===== src/rtl/vedic_mac_acc.sv =====
// vedic_mac_acc: accumulates unsigned 9-bit products from an upstream
// 4x4 vedic multiplier into an ACC_W-bit dot-product sum.
// Ports:
//   clk, rst            - clock, synchronous active-high reset
//   in_valid/in_ready   - term handshake; prod is the term, in_last ends it
//   out_valid/out_ready - result handshake
//   acc_out, term_cnt   - registered running/final sum and term count
//   ovf                 - sticky wrap flag, cleared when the result is taken
module vedic_mac_acc #(
    parameter int ACC_W     = 16,
    parameter int CNT_W     = 4,
    parameter int MAX_TERMS = 15
) (
    input  logic             clk,
    input  logic             rst,
    input  logic             in_valid,
    output logic             in_ready,
    input  logic [8:0]       prod,
    input  logic             in_last,
    output logic             out_valid,
    input  logic             out_ready,
    output logic [ACC_W-1:0] acc_out,
    output logic [CNT_W-1:0] term_cnt,
    output logic             ovf
);

    localparam logic [0:0] S_ACCUM = 1'b0;
    localparam logic [0:0] S_DONE  = 1'b1;

    logic [0:0]       state_q, state_d;
    logic [ACC_W-1:0] acc_q, acc_d;
    logic [CNT_W-1:0] cnt_q, cnt_d;
    logic             ovf_q, ovf_d;

    logic             accept;
    logic [ACC_W:0]   sum;
    logic [CNT_W-1:0] cnt_inc;
    logic             hit_max;

    always_comb begin
        state_d = state_q;
        acc_d   = acc_q;
        cnt_d   = cnt_q;
        ovf_d   = ovf_q;

        accept  = in_valid && (state_q == S_ACCUM);
        // One extra bit catches the carry out that marks a wrap.
        sum     = {1'b0, acc_q} + (ACC_W+1)'(prod);
        cnt_inc = cnt_q + CNT_W'(1);
        hit_max = (cnt_inc == CNT_W'(MAX_TERMS));

        case (state_q)
            S_ACCUM: begin
                if (accept) begin
                    acc_d = sum[ACC_W-1:0];
                    cnt_d = cnt_inc;
                    ovf_d = ovf_q | sum[ACC_W];
                    // in_last and the term limit together still end
                    // the result only once.
                    if (in_last || hit_max) begin
                        state_d = S_DONE;
                    end
                end
            end
            S_DONE: begin
                // No bypass: a term offered now is taken next cycle.
                if (out_ready) begin
                    state_d = S_ACCUM;
                    acc_d   = '0;
                    cnt_d   = '0;
                    ovf_d   = 1'b0;
                end
            end
            default: begin
                state_d = S_ACCUM;
            end
        endcase
    end

    always_ff @(posedge clk) begin
        if (rst) begin
            state_q <= S_ACCUM;
            acc_q   <= '0;
            cnt_q   <= '0;
            ovf_q   <= 1'b0;
        end else begin
            state_q <= state_d;
            acc_q   <= acc_d;
            cnt_q   <= cnt_d;
            ovf_q   <= ovf_d;
        end
    end

    assign in_ready  = (state_q == S_ACCUM);
    assign out_valid = (state_q == S_DONE);
    assign acc_out   = acc_q;
    assign term_cnt  = cnt_q;
    assign ovf       = ovf_q;

endmodule


===== config.mk =====
export PLATFORM = sky130hd
export DESIGN_NAME = vedic_mac_acc
export DESIGN_NICKNAME = d
export VERILOG_FILES = /design/src/rtl/vedic_mac_acc.sv
export SDC_FILE = /design/constraint.sdc
export NUM_CORES = 1
export LEC_CHECK = 0
export BUFFER_PORTS_ARGS = -buffer_cell sky130_fd_sc_hd__buf_4
export CAP_MARGIN = 0
export CORE_MARGIN = 10
export CORE_UTILIZATION = 37
export DETAILED_ROUTE_END_ITERATION = 10
export PLACE_DENSITY = 0.69
export SYNTH_ARGS = -nofsm -noshare
export SYNTH_HDL_FRONTEND = slang
export SYNTH_SLANG_ARGS = --single-unit

===== constraint.sdc =====
create_clock -name clk -period 2.3 [get_ports clk]
set_input_delay 0.345 -clock clk [delete_from_list [all_inputs] [get_ports clk]]
set_output_delay 0.345 -clock clk [all_outputs]
set_load 0.01 [all_outputs]

### Word-level counts from Yosys, hierarchy flattened

Index checks and enable logic that the tools add are counted.

* register bits after elaboration: 22
* latch bits: 0
* bits in writable memories: 0
* bits in read-only memories: 0
* input bits: 14
* output and inout bits: 23
* word-level logic and storage cells: 27
* memories: 0

* add/sub/neg operators: 2
* multipliers: 0
* divide/modulo/power cells: 0
* order comparisons: 0
* eq/ne operators: 3
* shifts and indexed selects: 0
* multiplexer cells: 13
* bitwise operators: 2
* reductions and logical operators: 3

Operator list (number)
* 16-bit 2-to-1 mux: 2
* 16-bit case mux with 2 select lines: 1
* 16-bit by 9-bit adder with 17-bit output: 1
* 4-bit 2-to-1 mux: 2
* 4-bit case mux with 2 select lines: 1
* 1-bit 2-to-1 mux: 5
* 4-bit by 1-bit adder with 4-bit output (second input constant): 1
* 4-bit equality test (second input constant): 1
* 1-bit case mux with 2 select lines: 2
* 2-bit by 1-bit != test with 1-bit output (second input constant): 1
* 2-bit != test (second input constant): 1
* 2-bit AND reduction: 1
* 1-bit logical AND: 1
* 1-bit logical OR: 1
* 1-bit inverter: 1
* 1-bit bitwise OR: 1

### Logic depth before layout (Yosys ltp)

* depth after elaboration: 6
* mapped depth: 9
* mapped depth without buffers: 9

### Least setup slack after synthesis

OpenSTA, ideal clock, no wires.

* path type: register to register
* from: register acc_q[0], in the netlist acc_out[0]
* to: register acc_q[14], in the netlist acc_out[14]
* data arrival time: 1896 ps
* data required time: 2181 ps
* path slack: 285 ps
* stages on the path, launching flop included: 10
* period minus slack after synthesis: 2015 ps
* cells stage by stage: dfxtp_1 -> ha_1 -> inv_1 -> fa_1 -> nand2b_1 -> a21oi_1 -> o21ai_2 -> o21ai_2 -> nand3_1 -> mux2i_1

* word-level cells in the longest chain between the ends: 3

Ends and longest elaborated chain
* start, declared: line 31 `logic [ACC_W-1:0] acc_q, acc_d;`
* start signal, assigned: line 83 `acc_q <= '0;`
* start signal, assigned: line 88 `acc_q <= acc_d;`
* 16-bit by 9-bit adder with 17-bit output: line 48 `sum = {1'b0, acc_q} + (ACC_W+1)'(prod);`
* 16-bit 2-to-1 mux: line 54 `if (accept) begin`
* 16-bit case mux with 2 select lines: line 52 `case (state_q)`

No other way between the ends. The select of a mux whose other input is x is not followed.
A chain may end at the register's enable or synchronous reset.

### Worst setup path after layout

Ends and elaborated chain as after synthesis.

==> summary.md <==
| Metric | Value |
|---|---|
| I/O Pins | 37 |
| Wirelength per Cell | around 13 µm |
| Share of cells above drive strength 1 | 24.1% |
| Post-synth ARST share | 0% |
| Post-DP HPWL | 2560 µm |
| Worst-path maximum fanout | 6 |
| Unrepaired setup endpoints after global routing | no |
| Max-slew violations | 0 |
| Number of global-route vias before repair | about 1,200 |
| DRC | 0 |
| Max Fclk | just under 500 MHz |
| Crit start category | register |
| Setup ws final | 237 ps |
| Netlist Area Pre-Place | 1330 µm² |
| Met2 Use GR | between 15 and 20% |
| Combinational share of power | approximately 29% |
| CORE AREA | 3420 µm² |
| Mapped Nets | between 150 and 200 |
| Flop2flop setup slack | roughly 240 ps |
| Met3 GRT Util | between 3 and 4% |
| Compound-cell area share of the yosys netlist | 21.3% |
| Largest net degree at the start of global routing | 16 |
| CTS tree | yes |
| # H-tree levels | 1 |
| Initial drt markers | 84 |
| Yosys warning count | 0 |
| Crit share post-route | between 80 and 90% |
| Leakage | between 0.8 and 0.9 nW |
| Pwr Total | approximately 1.0 mW |
| Yosys cell types | 41 |
| Critical Path RT | 2530 ps |
| Peak supply drop | approximately 0.00031 V |
| Multiplexer share of the synthesized area | under 10% |
| Initial core utilization | between 30% and 40% |
| Sequential fraction of the synthesis area | around a third |
| Status | complete, no violations |
| TritonRoute pass-1 iters | 4 |
| Final Non-Filler Cells | roughly 250 |
| Clock power share | 29.2% |
| First-pass GRT wire length | between 5000 and 6000 µm |
| Number of synthesized flops with an enable pin | 0 |
| Total CTS buffers | 3 |
| GR peak layer | met2 |
| Worst-path clk slew | ~140 ps |
| GPL Wtd Cong | 0.795 |
| PwrDens | around 600 nW/µm² |
| Worst-Skew Late Latency | roughly 310 ps |
| Layout Utilization | 50.7% |
| Most frequent cells in the layout | buf_4 (40), nand2_1 (24), dfxtp_1 (22), a21oi_1 (15), nor2_1 (14) |
| Synth-to-layout area growth | 29.9% |
| Setup-failing EPs final | 0 |
| Max Buffers Root-to-Sink | 2 |
| Total grt overflow | 0 |
| Max_slew headroom | between 50 and 60% |
| CP Data Arrival Time | around 2300 ps |
| Switching power | between 0.3 and 0.4 mW |
| Die Area | ~6400 µm² |
| Main synth FF type | dfxtp_1 |
| Placed Cells | about 250 |
| Worst slew pin tran | 660 ps |
| HP Class | input pin to register |
| Most common cell after layout, fill and taps aside | buf_4 |
| Filler cells | approximately 350 |
| Part of the power in registers | between 40% and 50% |
| Port Buf Inserts | 36 |
| Largest family of logic cells by synthesized area | simple AND/OR/NAND/NOR gates |
| P_int | 0.728 mW |
| Height of the chip | ~80 µm |
| Cell row count | 21 |
| Pre-CTS WS | 112 ps |
| Root Driver | clkbuf_4 |
| ANT cells | 0 |
| Post-Synth XOR/XNOR Area | about 4.6% |
| GRT Overall Usage | 10.1% |
| Clock sinks | 22 |
| Synth Area in Simple Gates | about a quarter |
| Syn Area/Cell | 8.18 µm² |
| Post-Synth Adder-Cell Area | 11.8% |
| Synthesized flop and latch total | 22 |
| Crit. End Element | register |
| Final wirelength | 3320 µm |
| GR Util met1 | about an eighth |
| Die Width | about 80 µm |
| Final Hold Viols | 0 |
| Initial antenna violation count | 0 |
| Setup TNS | 0 ps |
| Cell count after synthesis | about 160 |
| WS Path Type | register to register |
| Vias | around 1,300 |
| Final #Nets | 230 |
| Fin crit period | approximately 2100 ps |
| Max Cap Viol | 0 |
| Via/cell ratio | approximately 5.1 |
| Clock Skew | 9.15 ps |
| Switching Share | between 20 and 30% |
| Post-DRT Antenna Nets | 0 |
## cells in the mapped netlist (2+ instances only)
cell type	instances	area share [%]
a211o_1	2	1.3
a21oi_1	16	6.0
a22o_1	3	2.0
a22oi_1	3	1.7
and4b_1	2	1.5
clkbuf_1	3	0.85
dfxtp_1	22	33
ha_1	11	10
inv_1	5	1.4
mux2i_1	2	1.5
nand2_1	24	6.8
nand2b_1	6	2.8
nand3_1	8	3.0
nand4_1	3	1.4
nor2_1	14	3.9
nor2b_1	2	0.94
o21a_1	3	1.7
o21ai_0	2	0.75
o21ai_1	3	1.1
o21ai_2	2	1.3
o31ai_1	2	1.1
xnor2_1	6	3.9
## power groups by stage
| stage | Clock, mW | Sequential (mW) | Combinational, mW |
|---|---|---|---|
| finish | 0.303 | 0.436 | 0.299 |
| global route | 0.322 | 0.441 | 0.336 |
| CTS | 0.311 | 0.436 | 0.301 |
| detailed placement | 0 | 0.444 | 0.298 |
| global placement | 0 | 0.444 | 0.296 |
| floorplan | 0 | 0.452 | 0.180 |
## layout make-up
type	count	area, µm²	area share, %
Multi-Input combinational cell	131	857	49.5
Sequential cell	22	440	25.5
Timing Repair Buffer	40	300	17.4
Tap cell	46	57.6	3.33
Clock inverter	1	30.0	1.74
Clock buffer	3	22.5	1.30
Inverter	6	22.5	1.30
## layer usage
metal / part of all wire [%] / vias up / routed length [µm]
met5: 0 / - / 0
met4: 0.57 / 0 / 19
met3: 7.0 / 2 / 232
met2: 44 / 26 / 1450
met1: 49 / 570 / 1620
li1: - / 667 / -
## timing repair
| item | CTS | global route |
|---|---|---|
| resized for setup | 0 | 1 |
| setup buffers | 0 | 0 |
| hold buffers | 0 | 0 |
| endpoints found under the setup margin | 0 | 4 |
| hold endpoints to repair | 0 | 0 |
## path summary, 6_finish.rpt
path / start / end / depth (start not counted)
setup / recovery: acc_out[0] / acc_out[14] / 9
setup reg to reg: acc_out[0] / acc_out[14] / 9
hold / removal: rst / term_cnt[2] / 2
hold reg to reg: ovf / ovf / 2
## state kept, by name (all words and copies together) (netlist names)
register,flops
ovf,1
term_cnt,4
out_valid,1
acc_out,16
## per-stage QoR
| step | hold WS, ps | cell area (µm²) |
|---|---|---|
| 2_1_floorplan | 462 | 1330 |
| 3_3_place_gp | 429 | 1670 |
| 3_5_place_dp | 432 | 1670 |
| 4_1_cts | 291 | 1730 |
| 5_1_grt | 308 | 1730 |
| 6_report | 304 | 1730 |
## worst max-delay path, cell delays in order (launching register included)
cell and delay, ps:
dfxtp_1 380, ha_1 170, inv_1 50, fa_1 370, nand2b_1 200, a21oi_2 210
o21ai_2 110, o21ai_2 230, nand3_1 130, mux2i_1 120
## cell families (layout without fill, tap and decap cells)
kind of cell,after synthesis,in the layout
buf+inv,10,50
simple gates,67,67
xor+xnor,7,7
mux,2,2
fa+ha+maj,12,12
flops,22,22
compound gates,43,43
Power figures use the tool's default switching activity.
